File: config.mk
export PLATFORM = sky130hd
export DESIGN_NAME = demultiplexor16bits1x4_reg
export DESIGN_NICKNAME = d
export VERILOG_FILES = /design/src/rtl/demultiplexor16bits1x4_reg.sv
export SDC_FILE = /design/constraint.sdc
export NUM_CORES = 1
export LEC_CHECK = 0
export CAP_MARGIN = 40
export CELL_PAD_IN_SITES_DETAIL_PLACEMENT = 1
export CELL_PAD_IN_SITES_GLOBAL_PLACEMENT = 1
export CORE_ASPECT_RATIO = 1.75
export CORE_MARGIN = 1
export CORE_UTILIZATION = 39
export DETAILED_ROUTE_END_ITERATION = 12
export MAX_ROUTING_LAYER = met4
export PLACE_DENSITY = 0.81
export SLEW_MARGIN = 25
export SYNTH_ARGS = -nofsm -noshare
export SYNTH_HDL_FRONTEND = slang
export SYNTH_SLANG_ARGS = --single-unit
File: constraint.sdc
create_clock -name Reloj -period 4.58 [get_ports Reloj]
set_clock_uncertainty 0.15 [all_clocks]
set_input_delay 0.687 -clock Reloj [delete_from_list [all_inputs] [get_ports Reloj]]
set_output_delay 0.687 -clock Reloj [all_outputs]
set_load 0.03 [all_outputs]
File: src/rtl/demultiplexor16bits1x4_reg.sv
// Registered 16-bit 1-to-4 demultiplexer with per-lane valid/ready output registers.
// The target lane is either the explicit select or an internal round-robin pointer.
module demultiplexor16bits1x4_reg #(
    parameter int unsigned ANCHO = 16
) (
    input  logic             Reloj,
    input  logic             Reset_n,
    input  logic [ANCHO-1:0] Entrada,
    input  logic             Entrada_Valida,
    output logic             Entrada_Lista,
    input  logic [1:0]       Seleccion,
    input  logic             Modo,
    output logic [ANCHO-1:0] TuplaA,
    output logic [ANCHO-1:0] TuplaB,
    output logic [ANCHO-1:0] TuplaC,
    output logic [ANCHO-1:0] TuplaD,
    output logic             ValidaA,
    output logic             ValidaB,
    output logic             ValidaC,
    output logic             ValidaD,
    input  logic             ListaA,
    input  logic             ListaB,
    input  logic             ListaC,
    input  logic             ListaD,
    output logic [1:0]       Puntero,
    output logic [7:0]       Cuenta
);

    logic [3:0][ANCHO-1:0] tupla_q, tupla_d;
    logic [3:0]            valida_q, valida_d;
    logic [1:0]            puntero_q, puntero_d;
    logic [7:0]            cuenta_q, cuenta_d;
    logic [3:0]            lista;
    logic [1:0]            destino;
    logic                  acepta;

    assign lista   = {ListaD, ListaC, ListaB, ListaA};
    assign destino = Modo ? puntero_q : Seleccion;

    // A full target that drains this cycle still accepts: no bubble on pass-through.
    assign Entrada_Lista = !valida_q[destino] || lista[destino];
    assign acepta        = Entrada_Valida && Entrada_Lista;

    always_comb begin
        tupla_d   = tupla_q;
        valida_d  = valida_q & ~lista;
        puntero_d = puntero_q;
        cuenta_d  = cuenta_q;
        if (acepta) begin
            tupla_d[destino]  = Entrada;
            valida_d[destino] = 1'b1;
            cuenta_d          = cuenta_q + 8'd1;
            if (Modo) begin
                puntero_d = puntero_q + 2'd1;
            end
        end
    end

    always_ff @(posedge Reloj or negedge Reset_n) begin
        if (!Reset_n) begin
            tupla_q   <= '0;
            valida_q  <= '0;
            puntero_q <= '0;
            cuenta_q  <= '0;
        end else begin
            tupla_q   <= tupla_d;
            valida_q  <= valida_d;
            puntero_q <= puntero_d;
            cuenta_q  <= cuenta_d;
        end
    end

    assign TuplaA  = tupla_q[0];
    assign TuplaB  = tupla_q[1];
    assign TuplaC  = tupla_q[2];
    assign TuplaD  = tupla_q[3];
    assign ValidaA = valida_q[0];
    assign ValidaB = valida_q[1];
    assign ValidaC = valida_q[2];
    assign ValidaD = valida_q[3];
    assign Puntero = puntero_q;
    assign Cuenta  = cuenta_q;

endmodule
# --- Word-level counts from Yosys, hierarchy flattened ---
# Cells that the tools add are included.
word_totals:
  register_bits: 78
  input_bits: 26
op_classes:
  mux: 11
  n_reduce_logical: 5
  n_bitwise: 3
  addsub: 2
  order_cmp: 2
ops:
  columns: ["op", "count"]
  rows:
  - ["64-bit bitwise mux", 1]
  - ["16-bit demux with 2-bit select", 1]
  - ["16-bit 2-to-1 mux", 1]
  - ["8-bit by 1-bit adder with 8-bit output (second input constant)", 1]
  - ["4-bit AND", 1]
  - ["1-bit binary-select mux with 2-bit select", 2]
  - ["4-bit 2-to-1 mux", 1]
  - ["4-bit inverter", 1]
  - ["4-bit OR", 1]
  - ["2-bit by 3-bit < comparator with 1-bit output (second input constant)", 1]
  - ["1-bit 2-to-1 mux", 3]
  - ["2-bit by 1-bit adder with 2-bit output (second input constant)", 1]
  - ["1-bit demux with 2-bit select", 1]
  - ["2-bit by 1-bit greater-or-equal comparator with 1-bit output (second input constant)", 1]
  - ["1-bit logical AND", 2]
  - ["2-bit 2-to-1 mux", 1]
  - ["2-bit AND reduction", 1]
  - ["1-bit logical NOT", 1]
  - ["1-bit logical OR", 1]

# --- Depth between registers and ports, before layout ---
# Gate-level depths: netlist (run 1).
logic_depth:
  depth_word: 7
  mapped_depth: 5
  ltp_nobuf: 5

# --- Least setup slack after synthesis (run 1) ---
# Ideal clock, no wire load.
synth_timing:
  path_kind: "input-to-output"
  from: "input Modo"
  to: "output Entrada_Lista"
  t_required_ps: 3743
  path_buffers: 0
  arrival_time_ps: 1856
  setup_slack_ps: 1887
  path_stages: 4
  path_cell_list: "mux2i_2 mux2_4 mux2i_4 inv_1"
synth_between:
  elab_chain_cells: 5
synth_rtl:
  columns: ["item", "line", "source"]
  rows:
  - ["from (decl)", "12", "input logic Modo,"]
  - ["2-bit 2-to-1 mux (*)", "38", "assign destino = Modo ? puntero_q : Seleccion;"]
  - ["1-bit binary-select mux with 2-bit select", "41", "assign Entrada_Lista = !valida_q[destino] || lista[destino];"]
  - ["1-bit 2-to-1 mux (implied by the code)", "41", null]
  - ["1-bit logical NOT", "41", null]
  - ["1-bit logical OR (*)", "41", null]
  - ["to (decl)", "10", "output logic Entrada_Lista,"]
# Every way passes the cells marked *; elsewhere a longest branch is shown, timed or not. The select of a mux whose other input is x is not followed.

# --- Worst setup path after layout (run 1) ---
# Ends and elaborated chain as after synthesis.

==> flow_summary.json, run 1 <==
{
  "ff2ff_path_depth": 3,
  "tightest_slew_ps": 717,
  "grt_max_degree": 52,
  "status": "finished clean",
  "hold_violations": 0,
  "postCtsSetupBuffers": 0,
  "yosysMostFrequentCell": "dfrtp_1",
  "startpoint_type": "input port",
  "ys_ff_latch": 78,
  "io_buffers": 104,
  "clk_path_buf_depth": 2,
  "worstSkewPairLatency_ps": 330,
  "die_x_um": 69.1,
  "critPathSlowestCell": "clkdlybuf4s50_1",
  "path_depth": 6,
  "slowest_delay_ps": 590,
  "cts_tree": "yes",
  "rsz0062_at_grt": "false",
  "avgSynthCellArea_um2": 16.2,
  "syn2layout_area_growth_pct": 47.9,
  "gp_congestion": 0.760,
  "dieArea_um2": 8260,
  "hold_buffers": 0,
  "cp.required_ps": 3740,
  "placed_area_um2": 4230,
  "worstPathArrival_ps": 3060,
  "first_pass_iters": 3,
  "setup_tns_ps": 0,
  "grt_pass1_vias": 2274,
  "cp-end-kind": "primary output",
  "cp-startpoint": "Modo",
  "ant_nets": 0,
  "grt_pass1_wl_mm": 12.3,
  "fin_area_um2": 4550,
  "diodes": 0,
  "max_slew_margin_pct": 52.0,
  "ios": 105,
  "synth_area_um2": 3070,
  "synth_edf_count": 0,
  "ctsResizeCount": 0,
  "fillers": 719,
  "seq_area_frac_synth_pct": 63.5,
  "maxCapViolCount": 0,
  "post-route-period-util_pct": 85.1,
  "reg2reg_slack_ps": 2280,
  "p_per_area_nw_per_um2": 853,
  "final_core_util_pct": 59.7,
  "p_leak_uw": 0.00196,
  "fmax_mhz": 257,
  "period_needed_ps": 3900,
  "crit_type": "input port to primary output",
  "grt_usage_pct": 20.4,
  "yosys.area.top_type_share_pct": 63.5,
  "cp_num_buf_inv": 3,
  "yosysWarnings": 0,
  "total_power_uw": 3880,
  "postSynthCellCount": 190,
  "overflow": 0,
  "num_rows": 42,
  "timing.rr.end": "TuplaA[12]$_DFFE_PN0P_",
  "cts-root-buf": "clkbuf_16",
  "final_layout_size_suffix_gt1_share_pct": 30.4,
  "htreeDepth": 3,
  "cpMostUsedCell": "clkdlybuf4s50_1",
  "ys.flop_type": "dfrtp_1",
  "synth_cell_types": 24,
  "wire_per_inst_um": 19.0,
  "layout.nets": 328,
  "syn-num-nets": 217,
  "hp-class": "input port to asynchronous set/reset pin",
  "finalSetupViolCount": 0,
  "synth_top_cell_by_area": "dfrtp_1",
  "yosys-top-cells-count": "dfrtp_1 (78), mux2_2 (64), xor2_1 (8), nand2_1 (6), buf_2 (5)",
  "cp_top_family": "buffers and inverters",
  "antenna_found_initial": 0,
  "postRouteWirelength_mm": 7.49,
  "ir_drop_mv": 0.352,
  "drcViolationCount": 0,
  "clock_sinks": 78,
  "first_iter_violations": 120,
  "num_vias": 2017,
  "start_util_pct": 40.3,
  "cp_max_fo": 8,
  "slew_violations": 0,
  "synth_area_leaders": "dfrtp_1 (63%), mux2_2 (23%), xor2_1 (2.3%)",
  "via_per_inst": 5.12,
  "path_cells": "clkdlybuf4s50_1, mux2i_2, mux2_4, mux2i_4, inv_1, clkdlybuf4s50_1",
  "cp-endpoint": "Entrada_Lista",
  "synthArstFlopShare_pct": 100,
  "dpl.hpwl_mm": 5.37,
  "core-area_um2": 7620,
  "cts_made_buffers": 9,
  "die_h_um": 119,
  "rr_startpoint": "Puntero[0]$_DFFE_PN0P_",
  "clk_pin_slew_ps": 50
}
-- worst reg2reg max path: stages (launching register included) --
cell and delay, ps:
dfrtp_1 410, mux2i_2 420, nand4_2 680, mux2_2 510
-- layout by cell type (no fill, tap or decap), types with 2 or more instances in the layout --
cell               n
buf_4              2
nand2_1            6
mux2i_2            2
nor3_1             2
nand2b_1           4
mux2_2            64
clkbuf_16          9
clkbuf_1           2
clkinv_2           2
xor2_1             8
dfrtp_1           78
mux2_4             3
nor2_1             2
nand4b_2           2
clkdlybuf4s50_1  103
bufinv_16          2
nor4b_2            2
-- per-layer routing --
metal	track usage, %	up-vias	routed length [um]
met4	10.8	0	246
li1	-	889	-
met3	3.89	17	260
met1	22.2	1039	2780
met5	-	-	0
met2	35.0	72	4200
-- cells by family after synthesis --
family                   count (synthesis)  synth area share, %
flip-flops                              78                 63.5
AND/OR/NAND/NOR                         25                 6.02
XOR/XNOR                                 8                 2.28
AO/OA/AOI/OAI                            1                0.204
adder cells (fa/ha/maj)                  1                0.407
multiplexers                            70                 26.5
buffers and inverters                    7                 1.06
-- flip-flops by register name, indices dropped and copies added, names as in the netlist --
| name | cells |
|---|---|
| TuplaA | 16 |
| Puntero | 2 |
| Cuenta | 8 |
| TuplaB | 16 |
| TuplaD | 16 |
| valida_q | 4 |
| TuplaC | 16 |
-- how the worst min path moves through the flow --
stage / to / slack (ps) / cells after the start / startpoint
6_report: Cuenta[7]$_DFFE_PN0P_ / 130 / 1 / Reset_n
5_1_grt: TuplaA[14]$_DFFE_PN0P_ / 160 / 1 / Reset_n
4_1_cts: Cuenta[7]$_DFFE_PN0P_ / 140 / 1 / Reset_n
3_5_place_dp: Cuenta[7]$_DFFE_PN0P_ / 310 / 1 / Cuenta[7]$_DFFE_PN0P_
3_3_place_gp: Cuenta[7]$_DFFE_PN0P_ / 310 / 1 / Cuenta[7]$_DFFE_PN0P_
2_1_floorplan: Cuenta[0]$_DFFE_PN0P_ / 240 / 0 / Reset_n
-- final cells by class --
cell class | instances | area [um2] | share of cell area (%)
Sequential cell | 78 | 1950 | 42.9
Inverter | 1 | 3.75 | 0.0826
Timing Repair Buffer | 106 | 1070 | 23.6
Clock inverter | 4 | 70.1 | 1.54
Clock buffer | 12 | 246 | 5.42
Multi-Input combinational cell | 105 | 1090 | 24.0
Tap cell | 88 | 110 | 2.42
-- where the power goes --
part	internal [uW]	switching (uW)	total (uW)
Combinational	868	1040	1900
Clock	490	258	748
Sequential	1020	203	1230
Total	2380	1500	3880
-- per-stage QoR --
stage	std cells	setup slack [ps]	hold slack, ps
2_1_floorplan	190	1890	241
3_3_place_gp	377	746	308
3_5_place_dp	378	712	314
4_1_cts	394	664	139
5_1_grt	394	549	158
6_report	394	684	132
No activity file was read; power rests on OpenSTA's default activity.
==> inputs of run 2 (changes only) <==
Settings changed: ABC_AREA set to 1, CORE_UTILIZATION 39 to 37, HOLD_SLACK_MARGIN set to 0.08.
==> run 2 against run 1 <==
Effect of this change:
- wire length rose by 49%
- via count rose by 60%
- critical path type unchanged
- highest routed layer unchanged
- critical path depth rose by 4
- maximum frequency rose by 11%
- die area rose by 20%
- sequential power barely moved
- hold slack improved by 22 ps
- register-to-register slack got worse by 360 ps
- combinational power barely moved
- cell area rose by 7.9%
- global-route usage rose by 4.5 points
==> flow_summary.json, run 2 <==
{
  "status": "finished clean",
  "first_iter_violations": 273,
  "cp-end-kind": "primary output",
  "cp_max_fo": 9,
  "final_cell_mix": "nand2_1 (165), clkdlybuf4s50_1 (102), dfrtp_1 (78)",
  "via_per_inst": 5.32,
  "cp.required_ps": 3740,
  "dieArea_um2": 9910,
  "startpoint_type": "input port",
  "worstSkewPairLatency_ps": 340,
  "die_h_um": 131,
  "start_util_pct": 38.4,
  "total_power_uw": 3870,
  "core-area_um2": 9150,
  "synth_top_family_by_area": "simple AND/OR/NAND/NOR gates",
  "cts_tree": "yes",
  "ir_drop_mv": 0.423,
  "clk_pin_slew_ps": 60,
  "grt_max_degree": 79,
  "synth-simple-area-share_pct": 35.6,
  "postRouteWirelength_mm": 11.1,
  "ctsResizeCount": 0,
  "setup_tns_ps": 0,
  "mostFrequentLayoutCell": "nand2_1",
  "postCtsSetupBuffers": 0,
  "num_rows": 46,
  "finalSetupViolCount": 0,
  "fillers": 1035,
  "yosys-top-cells-count": "nand2_1 (165), dfrtp_1 (78), nand4_1 (67), nand3_1 (11), clkbuf_1 (9)",
  "worstPathArrival_ps": 2690,
  "final_layout_size_suffix_gt1_share_pct": 7.41,
  "crit_type": "input port to primary output",
  "tightest_slew_ps": 834,
  "avgSynthCellArea_um2": 9.09,
  "fmax_mhz": 284,
  "grt_usage_pct": 25.0,
  "hp-class": "input port to asynchronous set/reset pin",
  "yosysMostFrequentCell": "nand2_1",
  "synth_edf_count": 0,
  "gp_congestion": 0.819,
  "max_slew_margin_pct": 44.3,
  "ios": 105,
  "synth-compound-area-share_pct": 0.996,
  "synth_top_cell_by_area": "dfrtp_1",
  "num_vias": 3226,
  "yosys.area.top_type_share_pct": 55.5,
  "hold_violations": 0,
  "die_x_um": 75.7,
  "synth_area_um2": 3520,
  "yosysWarnings": 0,
  "synth_cell_types": 25,
  "clock_sinks": 78,
  "cts-root-buf": "clkbuf_16",
  "wire_per_inst_um": 18.4,
  "period_needed_ps": 3520,
  "antenna_found_initial": 0,
  "ys.flop_type": "dfrtp_1",
  "syn2layout_area_growth_pct": 39.5,
  "postSynthCellCount": 387,
  "reg2reg_slack_ps": 1920,
  "overflow": 0,
  "dpl.hpwl_mm": 7.94,
  "syn-num-nets": 414,
  "layout.nets": 508,
  "rsz0062_at_grt": "false",
  "diodes": 0,
  "maxCapViolCount": 0,
  "synthMuxAreaShare_pct": 0,
  "htreeDepth": 3,
  "drcViolationCount": 0,
  "hold_buffers": 0,
  "rr_startpoint": "Puntero[0]$_DFFE_PN0P_",
  "seq_area_frac_synth_pct": 55.5,
  "slew_violations": 0,
  "p_per_area_nw_per_um2": 788,
  "cts_made_buffers": 9,
  "io_buffers": 104,
  "synth_adder_area_share_pct": 0.356,
  "synth-xor-area-share_pct": 1.74,
  "grt_pass1_vias": 3348,
  "synth_area_leaders": "dfrtp_1 (55%), nand2_1 (18%), nand4_1 (12%)",
  "clk_path_buf_depth": 2,
  "ys_ff_latch": 78,
  "ant_nets": 0,
  "first_pass_iters": 4,
  "synthArstFlopShare_pct": 100,
  "p_leak_uw": 0.00232,
  "grt_pass1_wl_mm": 17.2,
  "timing.rr.end": "TuplaD[1]$_DFFE_PN0P_",
  "post-route-period-util_pct": 76.9,
  "ff2ff_path_depth": 12
}
## run 2: worst max-delay path by stage
stage | start | endpoint | slack [ps]
2_1_floorplan | Modo | Entrada_Lista | 2210
3_3_place_gp | Modo | Entrada_Lista | 1160
3_5_place_dp | Modo | TuplaD[4]$_DFFE_PN0P_ | 1110
4_1_cts | Modo | Entrada_Lista | 1050
5_1_grt | Modo | Entrada_Lista | 950
6_report | Modo | Entrada_Lista | 1060
## run 2: where the power goes
| part | leakage (uW) | switching, uW | internal, uW |
|---|---|---|---|
| Sequential | 0.000978 | 219 | 1000 |
| Clock | 0.000153 | 273 | 468 |
| Combinational | 0.00119 | 1180 | 725 |
| Total | 0.00232 | 1670 | 2190 |
## run 2: per-stage QoR
step	setup slack, ps	hold slack [ps]	cells	util [%]	instance area, um2
final	1060	154	606	53.6	4910
after CTS	1050	165	606	53.6	4910
after floorplan	2210	241	387	-	3520
after global placement	1160	304	588	49.8	4550
after global routing	949	187	606	53.6	4910
after detailed placement	1110	308	590	50.2	4590
## run 2: per-layer routing
metal | share of wire, % | GRT usage, % | vias to the layer above
met5 | 0 | - | -
met2 | 56 | 43.5 | 106
met1 | 35 | 25.3 | 1598
met3 | 5.3 | 5.90 | 28
li1 | - | - | 1494
met4 | 4.3 | 13.1 | 0
## run 2: kinds of logic after synthesis
kind of cell | after synthesis
and+or+nand+nor | 258
DFF | 78
buffers and inverters | 36
AOI/OAI and AO/OA | 7
xor gates and xnor gates | 7
adders and majority gates | 1
## run 2: layout make-up
| cell class | count | area [um2] | share of cell area, % |
|---|---|---|---|
| clock buffers | 14 | 274 | 5.59 |
| repair buffers | 108 | 1090 | 22.2 |
| clock inverters | 2 | 38.8 | 0.791 |
| inverters | 11 | 41.3 | 0.842 |
| well taps | 120 | 150 | 3.06 |
| multi-input cells | 273 | 1360 | 27.7 |
| flip-flops and latches | 78 | 1950 | 39.8 |
## run 2: critical path, cell delays in order
cell             delay [ps]
clkdlybuf4s50_1         600
nand2_2                 140
nand2_4                 150
nand2_1                  80
nand2_1                  80
nand2_1                  50
nand2_1                  80
inv_2                    60
nand2_8                  50
clkdlybuf4s50_1         700
